--- src/rtl/cfg_record_unpacker_if.sv ---
// Byte-stream in / decoded-record out bundle for cfg_record_unpacker.
// slave is the unpacker side, master is the stream source / record sink.
interface cfg_record_unpacker_if #(
    parameter int PAYLOAD_BYTES = 4
);
    logic                       in_valid;
    logic [7:0]                 in_data;
    logic                       in_last;
    logic                       in_ready;
    logic                       out_valid;
    logic                       out_ready;
    logic [2:0]                 out_mode;
    logic [1:0]                 out_kind;
    logic [8*PAYLOAD_BYTES-1:0] out_data;
    logic                       err_valid;
    logic [1:0]                 err_code;

    modport master (
        output in_valid, in_data, in_last, out_ready,
        input  in_ready, out_valid, out_mode, out_kind, out_data, err_valid, err_code
    );

    modport slave (
        input  in_valid, in_data, in_last, out_ready,
        output in_ready, out_valid, out_mode, out_kind, out_data, err_valid, err_code
    );
endinterface

--- src/rtl/cfg_record_unpacker.sv ---
// Unpacks header/payload/checksum byte frames into records, with one error
// pulse per bad frame (framing > checksum > illegal kind).
//
// state   | meaning
// IDLE    | waiting for header byte
// PAYLOAD | collecting PAYLOAD_BYTES payload bytes
// CHECK   | waiting for checksum byte (must carry in_last)
// OUT     | record presented, waiting for out_ready
// DRAIN   | discarding bytes through the next in_last
module cfg_record_unpacker #(
    parameter int PAYLOAD_BYTES = 4
) (
    input logic                  clk,
    input logic                  rst,
    cfg_record_unpacker_if.slave bus
);
    localparam int CW = $clog2(PAYLOAD_BYTES + 1);
    localparam logic [CW-1:0] CNT_LAST = CW'(PAYLOAD_BYTES - 1);

    localparam logic [2:0] IDLE    = 3'd0;
    localparam logic [2:0] PAYLOAD = 3'd1;
    localparam logic [2:0] CHECK   = 3'd2;
    localparam logic [2:0] OUT     = 3'd3;
    localparam logic [2:0] DRAIN   = 3'd4;

    localparam logic [1:0] ERR_CSUM  = 2'd1;
    localparam logic [1:0] ERR_FRAME = 2'd2;
    localparam logic [1:0] ERR_KIND  = 2'd3;

    logic [2:0]                 state;
    logic [CW-1:0]              cnt;
    logic [7:0]                 csum;
    logic [2:0]                 mode;
    logic [2:0]                 kind;
    logic [8*PAYLOAD_BYTES-1:0] data;
    logic                       out_valid;
    logic                       err_valid;
    logic [1:0]                 err_code;
    logic                       fire;

    // in_ready is forced low while rst is held, not just after the reset edge.
    assign bus.in_ready  = !rst && (state != OUT);
    assign fire          = bus.in_valid && bus.in_ready;

    assign bus.out_valid = out_valid;
    assign bus.out_mode  = mode;
    assign bus.out_kind  = kind[1:0];
    assign bus.out_data  = data;
    assign bus.err_valid = err_valid;
    assign bus.err_code  = err_code;

    always_ff @(posedge clk) begin
        if (rst) begin
            state     <= IDLE;
            cnt       <= '0;
            csum      <= '0;
            mode      <= '0;
            kind      <= '0;
            data      <= '0;
            out_valid <= 1'b0;
            err_valid <= 1'b0;
            err_code  <= '0;
        end else begin
            err_valid <= 1'b0;
            err_code  <= '0;
            case (state)
                IDLE: if (fire) begin
                    mode <= bus.in_data[7:5];
                    kind <= bus.in_data[4:2];
                    csum <= bus.in_data;
                    cnt  <= '0;
                    if (bus.in_last) begin
                        err_valid <= 1'b1;
                        err_code  <= ERR_FRAME;
                    end else begin
                        state <= PAYLOAD;
                    end
                end
                PAYLOAD: if (fire) begin
                    data[8*cnt +: 8] <= bus.in_data;
                    csum             <= csum ^ bus.in_data;
                    cnt              <= cnt + 1'b1;
                    if (bus.in_last) begin
                        err_valid <= 1'b1;
                        err_code  <= ERR_FRAME;
                        state     <= IDLE;
                    end else if (cnt == CNT_LAST) begin
                        state <= CHECK;
                    end
                end
                CHECK: if (fire) begin
                    if (!bus.in_last) begin
                        err_valid <= 1'b1;
                        err_code  <= ERR_FRAME;
                        state     <= DRAIN;
                    end else if (csum != bus.in_data) begin
                        err_valid <= 1'b1;
                        err_code  <= ERR_CSUM;
                        state     <= IDLE;
                    end else if (kind > 3'd3) begin
                        err_valid <= 1'b1;
                        err_code  <= ERR_KIND;
                        state     <= IDLE;
                    end else begin
                        out_valid <= 1'b1;
                        state     <= OUT;
                    end
                end
                OUT: if (bus.out_ready) begin
                    out_valid <= 1'b0;
                    state     <= IDLE;
                end
                DRAIN: if (fire && bus.in_last) begin
                    state <= IDLE;
                end
                default: state <= IDLE;
            endcase
        end
    end
endmodule

--- src/flat_wrapper.sv ---
// flat-port wrapper written by rule: the top's interface ports become plain ports
module cfg_record_unpacker_flat 
#(
    parameter int PAYLOAD_BYTES = 4
)
  (clk, rst, bus_in_valid, bus_in_data, bus_in_last, bus_out_ready, bus_in_ready, bus_out_valid, bus_out_mode, bus_out_kind, bus_out_data, bus_err_valid, bus_err_code);
  cfg_record_unpacker_if #(.PAYLOAD_BYTES(PAYLOAD_BYTES)) bus_i ();
  input logic clk;
  input logic rst;
  input wire logic [$bits(bus_i.in_valid)-1:0] bus_in_valid;
  input wire logic [$bits(bus_i.in_data)-1:0] bus_in_data;
  input wire logic [$bits(bus_i.in_last)-1:0] bus_in_last;
  input wire logic [$bits(bus_i.out_ready)-1:0] bus_out_ready;
  output wire logic [$bits(bus_i.in_ready)-1:0] bus_in_ready;
  output wire logic [$bits(bus_i.out_valid)-1:0] bus_out_valid;
  output wire logic [$bits(bus_i.out_mode)-1:0] bus_out_mode;
  output wire logic [$bits(bus_i.out_kind)-1:0] bus_out_kind;
  output wire logic [$bits(bus_i.out_data)-1:0] bus_out_data;
  output wire logic [$bits(bus_i.err_valid)-1:0] bus_err_valid;
  output wire logic [$bits(bus_i.err_code)-1:0] bus_err_code;
  assign bus_i.in_valid = bus_in_valid;
  assign bus_i.in_data = bus_in_data;
  assign bus_i.in_last = bus_in_last;
  assign bus_i.out_ready = bus_out_ready;
  assign bus_in_ready = bus_i.in_ready;
  assign bus_out_valid = bus_i.out_valid;
  assign bus_out_mode = bus_i.out_mode;
  assign bus_out_kind = bus_i.out_kind;
  assign bus_out_data = bus_i.out_data;
  assign bus_err_valid = bus_i.err_valid;
  assign bus_err_code = bus_i.err_code;
  cfg_record_unpacker #(.PAYLOAD_BYTES(PAYLOAD_BYTES)) u_core (.clk(clk), .rst(rst), .bus(bus_i));
endmodule
--- config.mk ---
export PLATFORM = sky130hd
export DESIGN_NAME = cfg_record_unpacker_flat
export DESIGN_NICKNAME = d
export VERILOG_FILES = /design/src/rtl/cfg_record_unpacker_if.sv /design/src/rtl/cfg_record_unpacker.sv /design/src/flat_wrapper.sv
export SDC_FILE = /design/constraint.sdc
export NUM_CORES = 1
export LEC_CHECK = 0
export ABC_AREA = 1
export CORE_MARGIN = 1.5
export CORE_UTILIZATION = 45
export DETAILED_ROUTE_END_ITERATION = 6
export GPL_TIMING_DRIVEN = 0
export PLACE_DENSITY = 0.74
export SYNTH_ARGS = -nofsm -noshare
export SYNTH_HDL_FRONTEND = slang
export SYNTH_SLANG_ARGS = --single-unit
export TNS_END_PERCENT = 1
--- constraint.sdc ---
create_clock -name clk -period 2.1 [get_ports clk]
set_input_delay 0.42 -clock clk [delete_from_list [all_inputs] [get_ports clk]]
set_output_delay 0.42 -clock clk [all_outputs]
set_load 0.05 [all_outputs]
======== Word-level counts from Yosys, hierarchy flattened ========
Index checks and enable logic that the tools add are counted.
cells by class
  add/sub/neg operators ................... 2
  $mul .................................... 0
  div/mod/pow operators ................... 0
  $lt $le $gt $ge ......................... 1
  eq/ne operators ......................... 17
  shift-type cells ........................ 2
  mux-type cells .......................... 39
  bitwise logic cells ..................... 1
  reductions and logical operators ........ 13
operators by type and width
  cell                     number
  $mux 3                   12
  $neg 6->34               1
  $shift 8x34->32 const A  1
  $shiftx 8x34->32         1
  $bwmux 32                1
  $mux 8                   2
  $pmux 8 s2               1
  $pmux 3 s5               1
  $mux 2                   7
  $mux 1                   11
  $ne 2x2->1 const B       5
  $eq 3x2->1 const B       3
  $ne 2x1->1 const B       4
  $ne 8x8->1               1
  $xor 8x8->8              1
  $reduce_and 7->1         1
  $ne 3x2->1 const B       2
  $pmux 3 s2               1
  $reduce_and 6->1         1
  $pmux 1 s2               2
  $pmux 2 s2               1
  $reduce_and 2->1         2
  $reduce_bool 2->1        2
  $add 3x1->3 const B      1
  8 further kinds          10
word-level totals
  flip-flop bits (word level) ............. 56
  latch bits .............................. 0
  bits in writable memories ............... 0
  ROM bits ................................ 0
  bits of input ports ..................... 13
  output and inout port bits .............. 42
  memories ................................ 0

======== Depth between registers and ports, before layout ========
  word-level depth ........................ 6
  mapped depth ............................ 11

======== Least setup slack after synthesis ========
No wires, ideal clock.
  kind .................................... input to output
  from .................................... in rst
  to ...................................... out bus_in_ready
  data arrival time ....................... 1.431 ns
  data required time ...................... 1.680 ns
  slack ................................... 0.249 ns
  cell stages on the path ................. 3
  path buffers ............................ 2
  cells stage by stage .................... buf_2 -> clkbuf_1 -> nor2_1
between the ends
  word-level cells in the longest chain between the ends .. 2
ends and longest elaborated chain
  item               line                       RTL
  from (decl)        flat_wrapper.sv:9          input logic rst;
  $logic_not 1->1    cfg_record_unpacker.sv:42  assign bus.in_ready = !rst && (state != OUT);
  $logic_and 1x1->1  cfg_record_unpacker.sv:42
  to (decl)          flat_wrapper.sv:14         output wire logic [$bits(bus_i.in_ready)-1:0] bus_in_ready;
No other way between the ends.

======== Final worst setup path ========
  from .................................... reg u_core.cnt[0]
  to ...................................... reg u_core.data[31], in the netlist u_core.bus.out_data[31]
between the ends
  word-level cells in the longest chain between the ends .. 3
  elaborated cells between the ends (all ways) .. 4
ends and longest elaborated chain
  item                                                 line                       RTL
  from (decl)                                          cfg_record_unpacker.sv:31  logic [CW-1:0] cnt;
  from (signal assigned)                               cfg_record_unpacker.sv:82  cnt <= cnt + 1'b1;
  $neg 6->34 (*)                                       cfg_record_unpacker.sv:80  data[8*cnt +: 8] <= bus.in_data;
  $shiftx 8x34->32 or $shift 8x34->32 (tied branches)  cfg_record_unpacker.sv:80
  $bwmux 32 (*)                                        cfg_record_unpacker.sv:80
  to (signal, indexed assignment)                      cfg_record_unpacker.sv:80
  to (decl)                                            cfg_record_unpacker.sv:35  logic [8*PAYLOAD_BYTES-1:0] data;
Mark *: on every way between the ends. The rest lies on a longest branch, timed or not.
A chain may end at the register's enable or synchronous reset.

==> flow_results.xml <==
<?xml version="1.0" encoding="UTF-8"?>
<metrics>
  <group name="global_route">
    <metric name="number_of_global_route_vias_before_repair" unit="">2302</metric>
    <metric name="global_route.overflow_total" unit="">0</metric>
    <metric name="global_route.usage.total" unit="%">21.37</metric>
    <metric name="grt_pass1_wl" unit="mm">10.78</metric>
    <metric name="number_of_antenna_violations_at_the_first_check_in_global_routing" unit="">0</metric>
    <metric name="grt_start_max_net_pins" unit="">18</metric>
  </group>
  <group name="detailed_routing">
    <metric name="routed_wl" unit="mm">6.698</metric>
    <metric name="post_drt_via_cell_ratio" unit="">5.270</metric>
    <metric name="routedLengthMet1" unit="mm">3.126</metric>
    <metric name="wl_per_cell" unit="um">13.61</metric>
    <metric name="dr_total_vias" unit="">2593</metric>
    <metric name="drt_first_pass_iters" unit="">4</metric>
    <metric name="dr.first_iter.drc_count" unit="">142</metric>
    <metric name="wl_met2" unit="mm">3.061</metric>
    <metric name="drc" unit="">0</metric>
    <metric name="met3RoutedLength" unit="um">446</metric>
    <metric name="maxUsedRoutingLayer" unit="">met4</metric>
    <metric name="antenna_violating_nets_post_route" unit="">0</metric>
  </group>
  <group name="pwr">
    <metric name="power" unit="mW">2.485</metric>
    <metric name="pwr_density_cell" unit="nW/um^2">718.8</metric>
    <metric name="static-leakage-power" unit="nW">1.376</metric>
    <metric name="max-vdd-ir-drop" unit="V">0.0005135</metric>
  </group>
  <group name="synthesis">
    <metric name="async_flop_share" unit="%">0</metric>
    <metric name="synthTopCellsByCount" unit="">dfxtp_1, nand2_1, o21ai_0</metric>
    <metric name="synth.avg_cell_area" unit="um^2">7.648</metric>
    <metric name="sequential_area_share_after_synthesis" unit="%">41.29</metric>
    <metric name="synth_cells" unit="">355</metric>
    <metric name="netlist.area_leader.share" unit="%">41.29</metric>
    <metric name="synthesis.area" unit="um^2">2715</metric>
    <metric name="postSynthRegisterBits" unit="">56</metric>
    <metric name="ys_types" unit="">34</metric>
    <metric name="synth-edff-count" unit="">0</metric>
    <metric name="synth_area_leaders" unit="">dfxtp_1, o21ai_0, nand2_1</metric>
    <metric name="synth.yosys.warnings" unit="">0</metric>
    <metric name="post-synth-top-area-cell" unit="">dfxtp_1</metric>
    <metric name="dominantRegCellSynth" unit="">dfxtp_1</metric>
    <metric name="syn_nets" unit="">374</metric>
  </group>
  <group name="die">
    <metric name="initial_utilization" unit="%">46.13</metric>
    <metric name="floorplan.io_pins" unit="">55</metric>
    <metric name="die_area" unit="um^2">6508</metric>
    <metric name="chipWidth" unit="um">80.68</metric>
    <metric name="rows" unit="">28</metric>
    <metric name="chipHeight" unit="um">80.68</metric>
    <metric name="core-area" unit="um^2">5886</metric>
  </group>
  <group name="timing">
    <metric name="final_worst_path_period_share" unit="%">95.22</metric>
    <metric name="endpoints_failing_hold" unit="">0</metric>
    <metric name="setup_total_negative_slack" unit="ns">0</metric>
    <metric name="grt_setup_unrepaired" unit="">true</metric>
    <metric name="fin_skew" unit="ns">0.009748</metric>
    <metric name="fmax" unit="MHz">500.1</metric>
    <metric name="setup_violations" unit="">0</metric>
    <metric name="final.min_clock_period" unit="ns">2.000</metric>
    <metric name="worst_slew_pin_slew" unit="ns">0.5517</metric>
    <metric name="fin_worst_hold_slack" unit="ns">0.3814</metric>
    <metric name="slew_viol_final" unit="">0</metric>
    <metric name="relSlewSlack" unit="%">63.22</metric>
  </group>
  <group name="setup_path">
    <metric name="criticalPathCategory" unit="">reg2reg</metric>
    <metric name="cp_data_arrival_time" unit="ns">2.23</metric>
    <metric name="r2r_slack" unit="ns">0.10</metric>
    <metric name="rr_endpoint" unit="">u_core.bus.out_data[31]</metric>
    <metric name="worst_path_max_stage_delay" unit="ns">0.38</metric>
    <metric name="timing.rr.start" unit="">u_core.cnt[0]</metric>
    <metric name="path_delay_family" unit="">adder cells</metric>
    <metric name="timing.critical_path.fanout_max" unit="">10</metric>
    <metric name="timing.critical_path.required" unit="ns">2.33</metric>
    <metric name="cp_cell_sequence" unit="">clkbuf_4 -&gt; inv_2 -&gt; ha_1 -&gt; ha_2 -&gt; nand2_1 -&gt; nor2_8 -&gt; buf_6 -&gt; nor2_1 -&gt; a211oi_2</metric>
    <metric name="worst_r2r_path_depth" unit="">9</metric>
    <metric name="critPathCaptureType" unit="">flop</metric>
    <metric name="cp-start-kind" unit="">flop</metric>
    <metric name="slowest_cp_cell" unit="">ha_2</metric>
    <metric name="worst-path-buf-inv" unit="">3</metric>
  </group>
  <group name="placed_design">
    <metric name="io_buffer_count" unit="">52</metric>
    <metric name="place_hpwl" unit="mm">4.885</metric>
    <metric name="gp_congestion" unit="">0.8639</metric>
  </group>
  <group name="min_path">
    <metric name="hold-path-endpoint" unit="">u_core.bus.out_data[8]</metric>
    <metric name="min_delay_startpoint" unit="">rst</metric>
    <metric name="min_path_type" unit="">in2reg</metric>
    <metric name="holdPathStages" unit="">2</metric>
  </group>
  <group name="final_layout">
    <metric name="final_nets" unit="">435</metric>
    <metric name="area_delta_synth_final" unit="%">27.33</metric>
    <metric name="drive_gt1_share" unit="%">10.79</metric>
    <metric name="n_antenna_cell" unit="">0</metric>
  </group>
  <group name="clocking">
    <metric name="cts_tree" unit="">yes</metric>
    <metric name="htree_num_levels" unit="">2</metric>
    <metric name="clock_insertion_delay_at_the_later_pin_of_the_skew_report" unit="ns">0.31</metric>
    <metric name="clock_tree.buffer_depth" unit="">2</metric>
    <metric name="cts.root.buffer_cell" unit="">clkbuf_8</metric>
    <metric name="cts-buffers-inserted" unit="">5</metric>
    <metric name="cts_num_sinks" unit="">56</metric>
    <metric name="cts.clk_slew.worst_paths" unit="ns">0.10</metric>
  </group>
  <group name="run_status">
    <metric name="run_status" unit="">finished clean</metric>
  </group>
  <group name="job">
    <metric name="max_cap_viol" unit="">0</metric>
  </group>
</metrics>
## worst max-delay path by stage
stage	start	end	slack, ns	cells after the start
after floorplan	rst	bus_in_ready	0.25	3
after global placement	rst	bus_in_ready	-0.19	4
after detailed placement	rst	bus_in_ready	-0.18	4
after CTS	u_core.cnt[0]	u_core.bus.out_data[31]	0.02	9
after global routing	u_core.cnt[0]	u_core.bus.out_data[31]	-0.01	9
final	u_core.cnt[0]	u_core.bus.out_data[31]	0.10	9
## cell usage in the layout (no fill, tap or decap), types with 2 or more instances in the layout
cell,instances
a211oi_1,6
buf_2,3
clkdlybuf4s50_1,51
nor2_1,41
nor3_1,10
ha_1,5
buf_4,5
nand2_1,56
o21ai_0,44
inv_1,25
o21ai_1,3
nand4_1,3
inv_2,5
nor2_8,3
clkbuf_1,8
xnor2_1,2
buf_6,3
dfxtp_1,55
nand3_1,20
nand3b_1,2
a211oi_2,5
clkbuf_8,5
nand2_2,2
a21oi_1,37
## kinds of logic (layout without fill, tap and decap cells)
group / after synthesis / in the layout / synth area share, %
AND/OR/NAND/NOR: 143 / 143 / 25.90
adder cells (fa/ha/maj): 6 / 6 / 2.765
buffers and inverters: 49 / 111 / 8.710
XOR/XNOR: 2 / 2 / 0.6453
flip-flops: 56 / 56 / 41.29
AO/OA/AOI/OAI: 99 / 99 / 20.69
## report_power, final
part	switching, mW	total [mW]	internal [mW]
clock	0.354	0.715	0.361
combinational	0.404	0.611	0.207
sequential	0.0392	1.16	1.12
## worst register-to-register path, delay by kind of cell (launching register included)
kind | cells | cell delay (ns)
AOI/OAI and AO/OA | 1 | 0.14
and+or+nand+nor | 3 | 0.40
DFF | 1 | 0.37
buffers and inverters | 3 | 0.43
adders and majority gates | 2 | 0.58
## state kept, by name, summed over array words and instances (netlist names)
name and flops:
u_core.bus.err_valid 1, u_core.state 3, u_core.kind 3, u_core.csum 8, u_core.bus.out_data 32, u_core.cnt 3, u_core.bus.out_valid 1, u_core.bus.out_mode 3
u_core.bus.err_code 2
## metrics by stage
step,cells,instance area [um^2],utilization (%),setup slack (ns)
6_report,492,3457,58.74,0.1004
4_1_cts,490,3440,58.44,0.01593
3_3_place_gp,482,3329,56.57,-0.1905
5_1_grt,492,3457,58.74,-0.01395
3_5_place_dp,482,3329,56.57,-0.1762
2_1_floorplan,355,2715,-,0.2494
## area by class of cell
class	count	area (um^2)
clock inverter	2	38.79
timing repair buffer	54	530.5
fill	543	2429
multi-input combinational	250	1360
sequential	56	1122
tap	75	93.84
inverter	31	118.9
buffer	18	120.1
clock buffer	6	72.57
## repair_timing
action	4_1_cts	5_1_grt
hold buffers	0	0
resized for setup	1	5
setup endpoints to repair	9	32
pin swaps	1	2
setup buffers	0	2
## per-layer routing
layer | vias up | global-route usage [%]
met4 | 0 | 6.379
li1 | 1313 | -
met2 | 86 | 33.45
met1 | 1188 | 29.73
met3 | 6 | 3.977
met5 | - | 0
Power figures use the tool's default switching activity.
